## src/rtl/cpu_sequencer.sv

```systemverilog
// cpu_sequencer: multi-cycle fetch/decode/execute sequencer for the 8-bit CPU.
// Owns the program counter, the instruction register and the zero flag.
// Optional feature macro SINGLE_STEP_EN adds a step input and a STEP_WAIT
// state that parks the sequencer after every EXECUTE until step is seen.
module cpu_sequencer #(
    parameter int ADDR_W = 8
) (
    input  logic              clk,
    input  logic              rst,
    input  logic              run,
`ifdef SINGLE_STEP_EN
    input  logic              step,
`endif
    output logic              imem_req,
    output logic [ADDR_W-1:0] imem_addr,
    input  logic              imem_ack,
    input  logic [15:0]       imem_rdata,
    output logic [3:0]        opcode,
    output logic [3:0]        rd,
    output logic [7:0]        imm,
    input  logic              ctrl_write_enable,
    input  logic              ctrl_jmp_enable,
    input  logic [7:0]        alu_result,
    output logic              zero_flag,
    output logic              rf_we,
    output logic [ADDR_W-1:0] pc,
    output logic              halted
);

`ifdef SINGLE_STEP_EN
    typedef enum logic [2:0] {
        IDLE, FETCH, DECODE, EXECUTE, HALT, STEP_WAIT
    } state_t;
`else
    typedef enum logic [2:0] {
        IDLE, FETCH, DECODE, EXECUTE, HALT
    } state_t;
`endif

    state_t              state_q, state_d;
    logic [ADDR_W-1:0]   pc_q, pc_d;
    logic [15:0]         ir_q, ir_d;
    logic                zf_q, zf_d;
    logic                we_q, we_d;
    logic                jmp_q, jmp_d;
    logic                rf_we_q, rf_we_d;
    logic                halted_q, halted_d;

    // State and datapath registers; every register returns to its reset value.
    always_ff @(posedge clk) begin
        if (rst) begin
            state_q  <= IDLE;
            pc_q     <= '0;
            ir_q     <= 16'h0000;
            zf_q     <= 1'b0;
            we_q     <= 1'b0;
            jmp_q    <= 1'b0;
            rf_we_q  <= 1'b0;
            halted_q <= 1'b0;
        end else begin
            state_q  <= state_d;
            pc_q     <= pc_d;
            ir_q     <= ir_d;
            zf_q     <= zf_d;
            we_q     <= we_d;
            jmp_q    <= jmp_d;
            rf_we_q  <= rf_we_d;
            halted_q <= halted_d;
        end
    end

    // Next-state logic: sequencing plus PC, IR, flag and latched control updates.
    always_comb begin
        state_d = state_q;
        pc_d    = pc_q;
        ir_d    = ir_q;
        zf_d    = zf_q;
        we_d    = we_q;
        jmp_d   = jmp_q;
        rf_we_d = 1'b0;
        unique case (state_q)
            IDLE: begin
                if (run) state_d = FETCH;
            end
            FETCH: begin
                // Acks are only meaningful here; elsewhere they are ignored.
                if (imem_ack) begin
                    ir_d    = imem_rdata;
                    state_d = DECODE;
                end
            end
            DECODE: begin
                if (ir_q[15:12] == 4'hF) begin
                    // Halt still advances the PC so a restart resumes past it.
                    pc_d    = pc_q + 1'b1;
                    state_d = HALT;
                end else begin
                    we_d    = ctrl_write_enable;
                    jmp_d   = ctrl_jmp_enable;
                    rf_we_d = ctrl_write_enable;
                    state_d = EXECUTE;
                end
            end
            EXECUTE: begin
                if (we_q) zf_d = (alu_result == 8'h00);
                pc_d = jmp_q ? ir_q[ADDR_W-1:0] : pc_q + 1'b1;
`ifdef SINGLE_STEP_EN
                state_d = STEP_WAIT;
`else
                state_d = FETCH;
`endif
            end
            HALT: begin
                if (run) state_d = FETCH;
            end
`ifdef SINGLE_STEP_EN
            STEP_WAIT: begin
                if (step) state_d = FETCH;
            end
`endif
            default: state_d = IDLE;
        endcase
        halted_d = (state_d == HALT);
    end

    assign imem_req  = (state_q == FETCH);
    assign imem_addr = pc_q;
    assign opcode    = ir_q[15:12];
    assign rd        = ir_q[11:8];
    assign imm       = ir_q[7:0];
    assign zero_flag = zf_q;
    assign rf_we     = rf_we_q;
    assign pc        = pc_q;
    assign halted    = halted_q;

endmodule

```

## config.mk

```make
export PLATFORM = sky130hd
export DESIGN_NAME = cpu_sequencer
export DESIGN_NICKNAME = d
export VERILOG_FILES = /design/src/rtl/cpu_sequencer.sv
export SDC_FILE = /design/constraint.sdc
export NUM_CORES = 1
export LEC_CHECK = 0
export BUFFER_PORTS_ARGS = -buffer_cell sky130_fd_sc_hd__buf_2
export CORE_MARGIN = 2
export CORE_UTILIZATION = 45
export DETAILED_ROUTE_END_ITERATION = 7
export PLACE_DENSITY_LB_ADDON = 0.05
export SYNTH_ARGS = -nofsm -noshare
export SYNTH_HDL_FRONTEND = slang
export SYNTH_SLANG_ARGS = --single-unit
```

## constraint.sdc

```tcl
create_clock -name clk -period 2 [get_ports clk]
set_input_delay 0 -clock clk [delete_from_list [all_inputs] [get_ports clk]]
set_output_delay 0 -clock clk [all_outputs]
set_load 0.005 [all_outputs]
```

Word level (Yosys, flattened, before mapping)
Index checks and enable logic that the tools add are counted.
- input bits: 30
- register bits: 32
- equal/unequal tests: 7
- bitwise gates (word level): 2
- reductions and logical operators: 9
- muxes and demuxes: 7
- add/sub/neg operators: 1
- operators with widths (cell ; number):
    $mux W8 ; 2
    $pmux W8 S2 ; 1
    $pmux W3 S4 ; 1
    $mux W3 ; 3
    $add A8 B1 Y8 const B ; 1
    $logic_not A8 Y1 ; 1
    $reduce_and A2 Y1 ; 4
    $eq A3 B2 Y1 const B ; 2
    $eq A3 B3 Y1 const B ; 2
    $eq A4 B4 Y1 const B ; 1
    $eq A3 B1 Y1 const B ; 1
    $logic_not A3 Y1 ; 1
    $reduce_or A3 Y1 ; 1
    $ne A2 B2 Y1 const B ; 1
    $not A1 Y1 ; 2
    $reduce_bool A2 Y1 ; 1
    $reduce_or A2 Y1 ; 1

Depth between registers and ports, before layout
- depth in word-level cells: 4
- gate-level depth with buffers: 7
- depth with buffers taken out: 4

Worst setup path before layout
OpenSTA, ideal clock, no wires.
- path type: register to register
- start point: register state_q[0]
- end point: register pc_q[2] (netlist: imem_addr[2])
- slack: 623 ps
- path buffers: 1
- clock period less this slack: 1377 ps
- required time: 1914 ps
- arrival: 1292 ps
- stages on the path, launching flop included: 6
- path through: dfxtp_1 buf_4 a41oi_2 and3b_1 xnor2_1 a211oi_1
- longest elaborated chain between the ends: 3
- elaborated cells on any way between the ends: 6
- classes of those cells: eq/ne (3); mux (1); reduce/logical (2)
- RTL lines (item ; line ; text):
    start, declared ; 40 ; state_t state_q, state_d;
    start signal, assigned ; 61 ; state_q <= state_d;
    $eq A3 B2 Y1 ; 81 ; unique case (state_q)
    $ne A2 B2 Y1 (no line) or $reduce_bool A2 Y1 (tied branches) ; - ;
    $reduce_and A2 Y1 (no line) ; - ;
    end signal, assigned ; 62 ; pc_q <= pc_d;
    end, declared ; 41 ; logic [ADDR_W-1:0] pc_q, pc_d;
Several ways; a longest one is shown, not always the timed one.
A chain may end at the register's enable or synchronous reset.

Worst setup path in the final report
- start point: register state_q[0]
- end point: register ir_q[8]
- longest elaborated chain between the ends: 2
- RTL lines (item ; line ; text):
    $eq A3 B1 Y1 ; 81 ;
    $reduce_and A2 Y1 (no line) ; - ;
    end signal, assigned ; 63 ; ir_q <= ir_d;
    end, declared ; 42 ; logic [15:0] ir_q, ir_d;
Every way passes these cells.

==> flow_summary.ini <==
[critical_path]
reg2reg_slack_ns = 0.39
worst_path_most_repeated_cell = nand2_1
crit_path_end_kind = flip-flop
r2r_end = ir_q[8]
reg2reg_from = state_q[0]
required_ns = 2.20
slowest_delay_ns = 0.57
crit_type = reg -> reg
worstRegToRegCells = 4
cp.arrival_ns = 1.81
cpMaxStageDelayCell = dfxtp_1
cp_max_fo = 16
crit_chain = nor3b_2, nand2_1, nand2_1, a21oi_2
start_kind = flip-flop

[synth]
synth-simple-area-share_pct = 27.9
syn_inst = 178
synth_enable_flop_cells = 0
ys.flop_type = dfxtp_1
yosysUniqueCellTypes = 47
synth-seq-area-share_pct = 40.2
synthArstFlopShare_pct = 0
synth_seq_cells = 32
synth_xor_area_share_pct = 1.10
syn-num-nets = 209
synth_top_family_by_area = simple AND/OR/NAND/NOR gates
ys.warnings.count = 0
synth_mux_area_share_pct = 1.34
syn_area_per_cell_sq_um = 8.95
synth_compound_area_share_pct = 19.5
synthAdderAreaFrac_pct = 0.786
synth_area_sq_um = 1590

[clocking]
cts_sinks = 32
path_clk_slew_ns = 0.09
clockBufferDepth = 2
cts_tree = yes
cts_setup_buffers = 0
cts.htree.levels = 2
cts-root-buf = clkbuf_4
clk_latency_ns = 0.33
cts_made_buffers = 5

[grt]
grt.overflow.total = 0
grt_max_degree = 35
grt_pass1_vias = 1357
grt.total_usage_pct = 19.5
antenna_found_initial = 0
grt_first_pass_wirelength_mm = 6.19

[place]
port_buffers = 65
dp_hpwl_mm = 2.55
place_congestion = 0.806

[drt]
drt-pass1-iter-count = 4
via_per_inst = 5.09
drt_wl_total_mm = 3.77
drc_errors = 0
wl_per_cell_um = 12.7
vias = 1511
ant_nets = 0
drt_iter0_markers = 61

[power]
ir_worst_vdd_mv = 0.484
fin_total_pwr_w = 0.00121
p_per_area_nw_per_um2 = 583
p_leak_nw = 0.886

[die]
io_pins = 66
design.core.area_sq_um = 3360
initial_core_util_pct = 47.4
die_area_sq_um = 4030
die_w_um = 63.5
die_h_um = 63.5
row_count = 21

[sta]
max_freq_mhz = 620
finalSetupViolCount = 0
fin_crit_sh_pct = 80.7
skew_ns = 0.00490
worst_pin_slew_ns = 0.750
fin_tns_setup_ns = 0
finalHoldViolations = 0
maxSlewViolCount = 0
max-slew-margin-rel_pct = 50.0
rsz0062_at_grt = false
period_minus_slack_ns = 1.61
holdWs_ns = 0.0623

[cells_and_area]
drive_gt1_share_pct = 40.6
antennaDiodeCount = 0
final_nets = 282
area_growth_pct = 30.4

[min_path]
hold_path_class = in -> reg
hold_start = alu_result[2]
hold_path_depth = 5
min_to = zero_flag

[status]
outcome = complete, no violations

[job]
cap_violations = 0
==> registers in the layout (all words and copies together) (netlist names) <==
register,flops
zero_flag,1
rf_we,1
jmp_q,1
halted,1
we_q,1
ir_q,16
imem_addr,8
state_q,3
==> cell usage in the layout, fill, tap and decap left out, types with 2 or more instances in the layout <==
| cell type | synthesis | layout |
|---|---|---|
| nand3_1 | 5 | 5 |
| or4_1 | 2 | 2 |
| a21oi_2 | 10 | 10 |
| nand2_1 | 31 | 31 |
| a311oi_1 | 2 | 2 |
| xnor2_1 | 2 | 2 |
| a21oi_1 | 14 | 14 |
| nor3_1 | 3 | 3 |
| o21ai_0 | 3 | 3 |
| nand2b_1 | 3 | 3 |
| nor3b_2 | 2 | 2 |
| nand2_2 | 10 | 10 |
| clkbuf_4 | 0 | 5 |
| dlygate4sd3_1 | 0 | 19 |
| buf_2 | 0 | 65 |
| nor3b_1 | 2 | 2 |
| a211oi_1 | 2 | 2 |
| and2_1 | 2 | 2 |
| nand4_1 | 3 | 3 |
| nor2_1 | 6 | 6 |
| dfxtp_1 | 32 | 32 |
==> where the power goes <==
part	internal (W)	switching [W]	leakage, nW	total, W
registers	0.000659	0.0000282	0.259	0.000688
logic	0.0000946	0.0000891	0.598	0.000184
clock network	0.000129	0.000210	0.0281	0.000340
==> worst max-delay path: cells and delay by family (launching register included) <==
family | cells | cell delay, ns
flip-flops | 1 | 0.57
AND/OR/NAND/NOR | 3 | 0.84
AO/OA/AOI/OAI | 1 | 0.07
==> cell usage after synthesis, types with 3 or more instances <==
library cell | n | area share [%]
dfxtp_1 | 32 | 40
o21ai_0 | 3 | 0.94
nor3_1 | 3 | 0.94
nor2_1 | 6 | 1.4
nand2_1 | 31 | 7.3
buf_4 | 10 | 4.7
nand2_2 | 10 | 3.9
nand4_1 | 3 | 1.2
a21oi_1 | 14 | 4.4
nand2b_1 | 3 | 1.2
a21oi_2 | 10 | 5.5
nand3_1 | 5 | 1.6
buf_6 | 3 | 2.1
clkbuf_1 | 5 | 1.2
==> per-stage QoR <==
stage	util (%)	area, sq um	setup slack [ns]	cells
after global placement	54.7	1840	0.462	271
after detailed placement	54.7	1840	0.393	271
after CTS	61.8	2080	0.384	297
after global routing	61.8	2080	0.203	297
final	61.8	2080	0.387	297
after floorplan	-	1590	0.623	178
==> final cells by class <==
cell class / count / area (sq um)
clock buffers: 6 / 41.3
repair buffers: 85 / 523
well taps: 46 / 57.6
multi-input cells: 126 / 806
clock inverters: 1 / 5.00
inverters: 1 / 3.75
fillers: 327 / 1290
flip-flops and latches: 32 / 641
==> how the worst max path moves through the flow <==
stage               start      endpoint  slack [ns]  depth (start not counted)
6_report       state_q[0]       ir_q[8]        0.39                          4
5_1_grt        state_q[0]       ir_q[8]        0.20                          4
4_1_cts        state_q[0]       ir_q[9]        0.38                          4
3_5_place_dp   state_q[0]       ir_q[9]        0.39                          4
3_3_place_gp   state_q[0]      ir_q[14]        0.46                          4
2_1_floorplan  state_q[0]  imem_addr[2]        0.62                          5
==> metal layers <==
metal  share of wire (%)  GRT usage, %  wire (um)
met5                   0             0          0
met4                 1.2          5.71         46
met3                 6.2          6.43        232
met2                  47          30.4       1790
met1                  45          25.5       1700
==> cell families after synthesis <==
kind of cell               after synthesis
DFF                                     32
and+or+nand+nor                         79
xor gates and xnor gates                 2
AOI/OAI and AO/OA                       42
muxes                                    2
buffers and inverters                   20
adders and majority gates                1
==> timing repair <==
action                                 CTS  global route
endpoints found under the hold margin   20             0
hold buffers                            19             0
gates resized for setup                  0             0
No activity file was read; power rests on OpenSTA's default activity.
